**src/rtl/hazard_fwd_unit.sv**
```systemverilog
// hazard_fwd_unit: scoreboard-based operand forwarding and load-use stall unit for the mini_rv ID stage.
// Define HAZARD_PERF_EN to add saturating perf_stall / perf_fwd counters.
module hazard_fwd_unit #(
  parameter int XLEN     = 32,
  parameter int RA_W     = 5,
  parameter int DEPTH    = 3,
  parameter int LOAD_RDY = 1,
  parameter int SEL_W    = $clog2(DEPTH+1)
) (
  input  logic                       clk,
  input  logic                       reset,
  input  logic                       id_valid,
  input  logic [RA_W-1:0]            id_rs1,
  input  logic [RA_W-1:0]            id_rs2,
  input  logic                       id_re1,
  input  logic                       id_re2,
  input  logic [RA_W-1:0]            id_rd,
  input  logic                       id_we,
  input  logic                       id_is_load,
  input  logic                       flush,
  input  logic [DEPTH*XLEN-1:0]      stage_data,
  input  logic [XLEN-1:0]            rf_rd1,
  input  logic [XLEN-1:0]            rf_rd2,
  output logic [XLEN-1:0]            op_rs1,
  output logic [XLEN-1:0]            op_rs2,
  output logic [SEL_W-1:0]           fwd_sel1,
  output logic [SEL_W-1:0]           fwd_sel2,
  output logic                       stop,
  output logic [$clog2(DEPTH+1)-1:0] inflight
`ifdef HAZARD_PERF_EN
  ,
  output logic [31:0]                perf_stall,
  output logic [31:0]                perf_fwd
`endif
);

  localparam int IW = $clog2(DEPTH+1);

  typedef struct packed {
    logic            v;
    logic [RA_W-1:0] rd;
    logic            we;
    logic            ld;
  } sb_entry_t;

  sb_entry_t r_sb [DEPTH];

  logic            w_hit1, w_rdy1, w_hit2, w_rdy2;
  logic [SEL_W-1:0] w_sel1, w_sel2;
  logic            w_stop;
  logic [IW-1:0]   w_cnt;

  // Youngest producer wins: scan oldest to youngest so the last hit is the smallest k.
  function automatic void lookup(input  logic             re,
                                 input  logic [RA_W-1:0]  rs,
                                 output logic             hit,
                                 output logic             rdy,
                                 output logic [SEL_W-1:0] sel);
    hit = 1'b0;
    rdy = 1'b0;
    sel = '0;
    if (re && rs != '0) begin
      for (int k = DEPTH-1; k >= 0; k--) begin
        if (r_sb[k].v && r_sb[k].we && r_sb[k].rd == rs) begin
          hit = 1'b1;
          rdy = !r_sb[k].ld || (k >= LOAD_RDY);
          sel = SEL_W'(k+1);
        end
      end
    end
  endfunction

  always_comb begin
    lookup(id_re1, id_rs1, w_hit1, w_rdy1, w_sel1);
    lookup(id_re2, id_rs2, w_hit2, w_rdy2, w_sel2);
  end

  assign w_stop = id_valid && !flush && ((w_hit1 && !w_rdy1) || (w_hit2 && !w_rdy2));
  assign stop   = w_stop;

  always_comb begin
    // NOTE: every always_comb output gets a default first so no path leaves it unassigned (no latch).
    fwd_sel1 = '0;
    fwd_sel2 = '0;
    op_rs1   = rf_rd1;
    op_rs2   = rf_rd2;
    if (w_hit1 && w_rdy1) fwd_sel1 = w_sel1;
    if (w_hit2 && w_rdy2) fwd_sel2 = w_sel2;
    for (int k = 0; k < DEPTH; k++) begin
      if (fwd_sel1 == SEL_W'(k+1)) op_rs1 = stage_data[k*XLEN +: XLEN];
      if (fwd_sel2 == SEL_W'(k+1)) op_rs2 = stage_data[k*XLEN +: XLEN];
    end
  end

  always_comb begin
    w_cnt = '0;
    for (int k = 0; k < DEPTH; k++) w_cnt = w_cnt + IW'(r_sb[k].v);
  end

  assign inflight = w_cnt;

  // The scoreboard always advances; a stall or flush only replaces the new EX entry with a bubble.
  always_ff @(posedge clk or negedge reset) begin
    if (!reset) begin
      // NOTE: the scoreboard is a handful of flops, so every entry is reset; a RAM-style array would not be.
      for (int k = 0; k < DEPTH; k++) r_sb[k] <= '0;
    end else begin
      // NOTE: non-blocking assignments let every entry read its neighbour's pre-edge value.
      for (int k = 1; k < DEPTH; k++) r_sb[k] <= r_sb[k-1];
      if (flush || w_stop) r_sb[0] <= '0;
      else                 r_sb[0] <= '{v: id_valid, rd: id_rd, we: id_we & id_valid, ld: id_is_load};
    end
  end

`ifdef HAZARD_PERF_EN
  logic [31:0] r_perf_stall, r_perf_fwd;
  logic        w_fwd_evt;

  assign w_fwd_evt = id_valid && !w_stop && !flush && ((fwd_sel1 != '0) || (fwd_sel2 != '0));

  always_ff @(posedge clk or negedge reset) begin
    if (!reset) begin
      r_perf_stall <= '0;
      r_perf_fwd   <= '0;
    end else begin
      if (w_stop && r_perf_stall != 32'hFFFF_FFFF)    r_perf_stall <= r_perf_stall + 32'd1;
      if (w_fwd_evt && r_perf_fwd != 32'hFFFF_FFFF)   r_perf_fwd   <= r_perf_fwd + 32'd1;
    end
  end

  assign perf_stall = r_perf_stall;
  assign perf_fwd   = r_perf_fwd;
`endif

endmodule

```
**config.mk**
```make
export PLATFORM = sky130hd
export DESIGN_NAME = hazard_fwd_unit
export DESIGN_NICKNAME = d
export VERILOG_FILES = /design/src/rtl/hazard_fwd_unit.sv
export SDC_FILE = /design/constraint.sdc
export NUM_CORES = 1
export LEC_CHECK = 0
export BUFFER_PORTS_ARGS = -buffer_cell sky130_fd_sc_hd__buf_2
export CAP_MARGIN = 20
export CORE_ASPECT_RATIO = 1.75
export CORE_MARGIN = 5
export CORE_UTILIZATION = 42
export CTS_BUF_LIST = sky130_fd_sc_hd__clkbuf_8
export DETAILED_ROUTE_END_ITERATION = 10
export GPL_TIMING_DRIVEN = 0
export PLACE_DENSITY = 0.83
export SLEW_MARGIN = 10
export SYNTH_ARGS = -nofsm -noshare
export SYNTH_HDL_FRONTEND = slang
export SYNTH_SLANG_ARGS = --single-unit
```
**constraint.sdc**
```tcl
create_clock -name clk -period 2.9 [get_ports clk]
set_clock_uncertainty 0.15 [all_clocks]
set_input_delay 0.435 -clock clk [delete_from_list [all_inputs] [get_ports clk]]
set_output_delay 0.435 -clock clk [all_outputs]
set_load 0.02 [all_outputs]
```
==> results.txt <==
outcome: finished, violations left
failing checks: negative setup slack
antenna violations before repair: 4
filler cell count: 497
DR WL/cell: 23.5 um
mapped cell area: 3400 um^2
Mapped Nets: 610
Seq/Total Area, Yosys: 0.162
number of buffers created by CTS: 3
drt drc: 0
Final Non-Filler Cells: 809
final period utilization: 1.11
Worst EP arrival: 2640 ps
area grow syn2layout: 80.4%
H-tree Lvls: 1
row count: 43
first-pass GRT wire length: 25900 um
1st-pass router iterations: 6
Root Buffer: clkbuf_8
Rel. slew slack: 0.563
DPL Wire Length: 12900 um
Slew Limit Fails: 0
largest reg by FF count: r_sb
post-synthesis simple-gate area fraction: 0.186
post-synthesis adder-cell area fraction: 0.00589
min-delay src: id_rd[1]
final instance area: 6130 um^2
clk sinks: 22
crit path kind: reg -> out
Worst Hold Class: in -> reg
post-route setup slack: -324 ps
post-synthesis average cell area: 7.98 um^2
setup_tns: -15010 ps
Synth warnings: 0
total die area: 10100 um^2
post-synthesis register bit count: 22
clk buf depth: 2
RePlAce Congestion: 0.950
crit path launch: r_sb[5]
worst skew pair latency: 270 ps
Tot Pwr: 1.17 mW
max reg flops: 22
CTS clock-pin slew for the worst setup and hold paths: 80 ps
largest net degree at the start of global routing: 23
FF+latch area: 551 um^2
final hold vios: 0
P per Cell Area: 191 nW/um^2
Worst setup EP type: primary output
Final setup violation count: 66
xor/xnor share of the synthesized area: 0.0773
fmax: 0.310 GHz
routed vias/inst: 6.41
Post-Syn Instances: 426
vias post-DR: 5184
io pins: 254
chip width: 78.0 um
crit-path max FO: 10
dpl cell area: 4780 um^2
Max VDD drop: 553 uV
1st-iter DRT viols: 519
Place WS: -450 ps
main combinational cell family by area after synthesis: multiplexers
Pleak: 3.24 nW
Buffers on Ports: 253
Largest regs: r_sb: 22 flops
WP data required: 2320 ps
multi-input logic area: 3060 um^2
final net count: 902
Inst Count DP: 769
CTS tree: built
most common cell after layout, fill and taps aside: buf_2
multiplexer share of the synthesized area: 0.286
vias in the first global route: 4951
layout cell share with drive strength beyond 1: 0.570
core area: 7910 um^2
Crit Reg-Reg Startpoint: r_sb[22]
Die Ht: 129 um
Synth Area in Compound Gates: 0.211
Distinct cells, synth: 39
antenna viol nets, final: 0
worst-margin pin slew: 656 ps
total wire length: 19000 um
Initial Util: 0.430
grt total ovfl: 0
fin crit period: 3220 ps
commonest cells after routing, fill and taps aside: buf_2 (198), mux2i_1 (86), buf_4 (71)
max-cap violation count: 0
startpoint types: flip-flop
unrepaired setup endpoints after global routing: yes
GRT Overall Usage: 0.317
## cells by family (layout without fill, tap and decap cells)
group                    after synthesis  in the layout
multiplexers                          97             97
XOR/XNOR                              30             30
flip-flops                            22             22
AO/OA/AOI/OAI                        105            105
other                                  0              2
adder cells (fa/ha/maj)                1              1
AND/OR/NAND/NOR                      130            130
buffers and inverters                 41            332
## where the power goes
group	internal [mW]	leakage, nW	switching [mW]
Sequential	0.322	0.285	0.0179
Clock	0.185	0.0357	0.0989
Combinational	0.247	2.92	0.303
Total	0.753	3.24	0.420
## worst paths after layout
kind	to	slack (ps)	cells after the start
worst min register to register	r_sb[1]	270	0
worst min-delay path	r_sb[19]	220	2
worst max register to register	r_sb[17]	800	7
worst max-delay path	op_rs1[19]	-320	9
max in group asynchronous	r_sb[4]	1770	2
min in group asynchronous	r_sb[19]	500	2
## per-layer routing
layer,GRT usage,vias up,part of all wire
li1,-,2147,-
met1,0.348,2402,0.32
met2,0.583,488,0.50
met3,0.0668,143,0.10
met4,0.129,4,0.070
met5,0,-,0.00074
## area by class of cell
type | count | share of cell area
inverters | 4 | 0.00245
multi-input cells | 363 | 0.498
clock inverters | 1 | 0.00490
flip-flops and latches | 22 | 0.0898
repair buffers | 288 | 0.316
diodes | 2 | 0.000816
well taps | 90 | 0.0184
clock buffers | 3 | 0.00673
plain buffers | 36 | 0.0626
## synth_stat cells
| cell | number | area [um^2] |
|---|---|---|
| a2bb2oi_1 | 1 | 8.76 |
| nor2_1 | 65 | 244 |
| a21oi_4 | 1 | 16.3 |
| nor4_2 | 3 | 37.5 |
| buf_1 | 4 | 15.0 |
| o31ai_1 | 31 | 233 |
| or3_1 | 2 | 12.5 |
| xor2_1 | 21 | 184 |
| o21ai_1 | 1 | 5.00 |
| o21bai_1 | 1 | 7.51 |
| fa_1 | 1 | 20.0 |
| nor2b_1 | 1 | 6.26 |
| nor3_1 | 1 | 5.00 |
| or4_1 | 2 | 15.0 |
| nor3b_1 | 1 | 7.51 |
| or3b_1 | 1 | 8.76 |
| inv_1 | 4 | 15.0 |
| and4b_1 | 1 | 10.0 |
| nand4_1 | 4 | 25.0 |
| a21boi_0 | 1 | 7.51 |
| xnor2_1 | 9 | 78.8 |
| buf_2 | 16 | 80.1 |
| clkbuf_1 | 8 | 30.0 |
| nand2_1 | 4 | 15.0 |
| buf_12 | 3 | 60.1 |
| dfrtp_1 | 22 | 551 |
| a31oi_1 | 4 | 25.0 |
| nand3_1 | 34 | 170 |
| mux2i_1 | 97 | 971 |
| a211o_2 | 1 | 10.0 |
| and3_1 | 1 | 6.26 |
| a21oi_1 | 30 | 150 |
| and2_1 | 7 | 43.8 |
| o21ai_2 | 1 | 8.76 |
| o21a_1 | 32 | 240 |
| nor4_1 | 2 | 12.5 |
| nand4_2 | 1 | 12.5 |
| buf_4 | 6 | 45.0 |
| o22ai_1 | 1 | 6.26 |
## repair_timing
| action | CTS | global route |
|---|---|---|
| gates cloned | 8 | 2 |
| pin swaps | 49 | 34 |
| gates resized for setup | 133 | 102 |
| endpoints found under the hold margin | 22 | 0 |
| endpoints found under the setup margin | 67 | 67 |
| buffers inserted | 21 | 5 |
| hold buffers | 1 | 0 |
## through the flow
| step | hold slack (ps) | util |
|---|---|---|
| after global placement | 243 | 0.604 |
| final | 215 | 0.775 |
| after CTS | 214 | 0.715 |
| after floorplan | -10.6 | - |
| after detailed placement | 257 | 0.604 |
| after global routing | 218 | 0.775 |
## critical path: stages (launching register included)
cell     delay (ps)
dfrtp_1         400
xor2_1          160
nor4_2          330
nand4_1         160
or3b_4          410
a21oi_4         220
buf_12          140
buf_12          140
mux2i_2         220
buf_4           180
No activity file was read; power rests on OpenSTA's default activity.
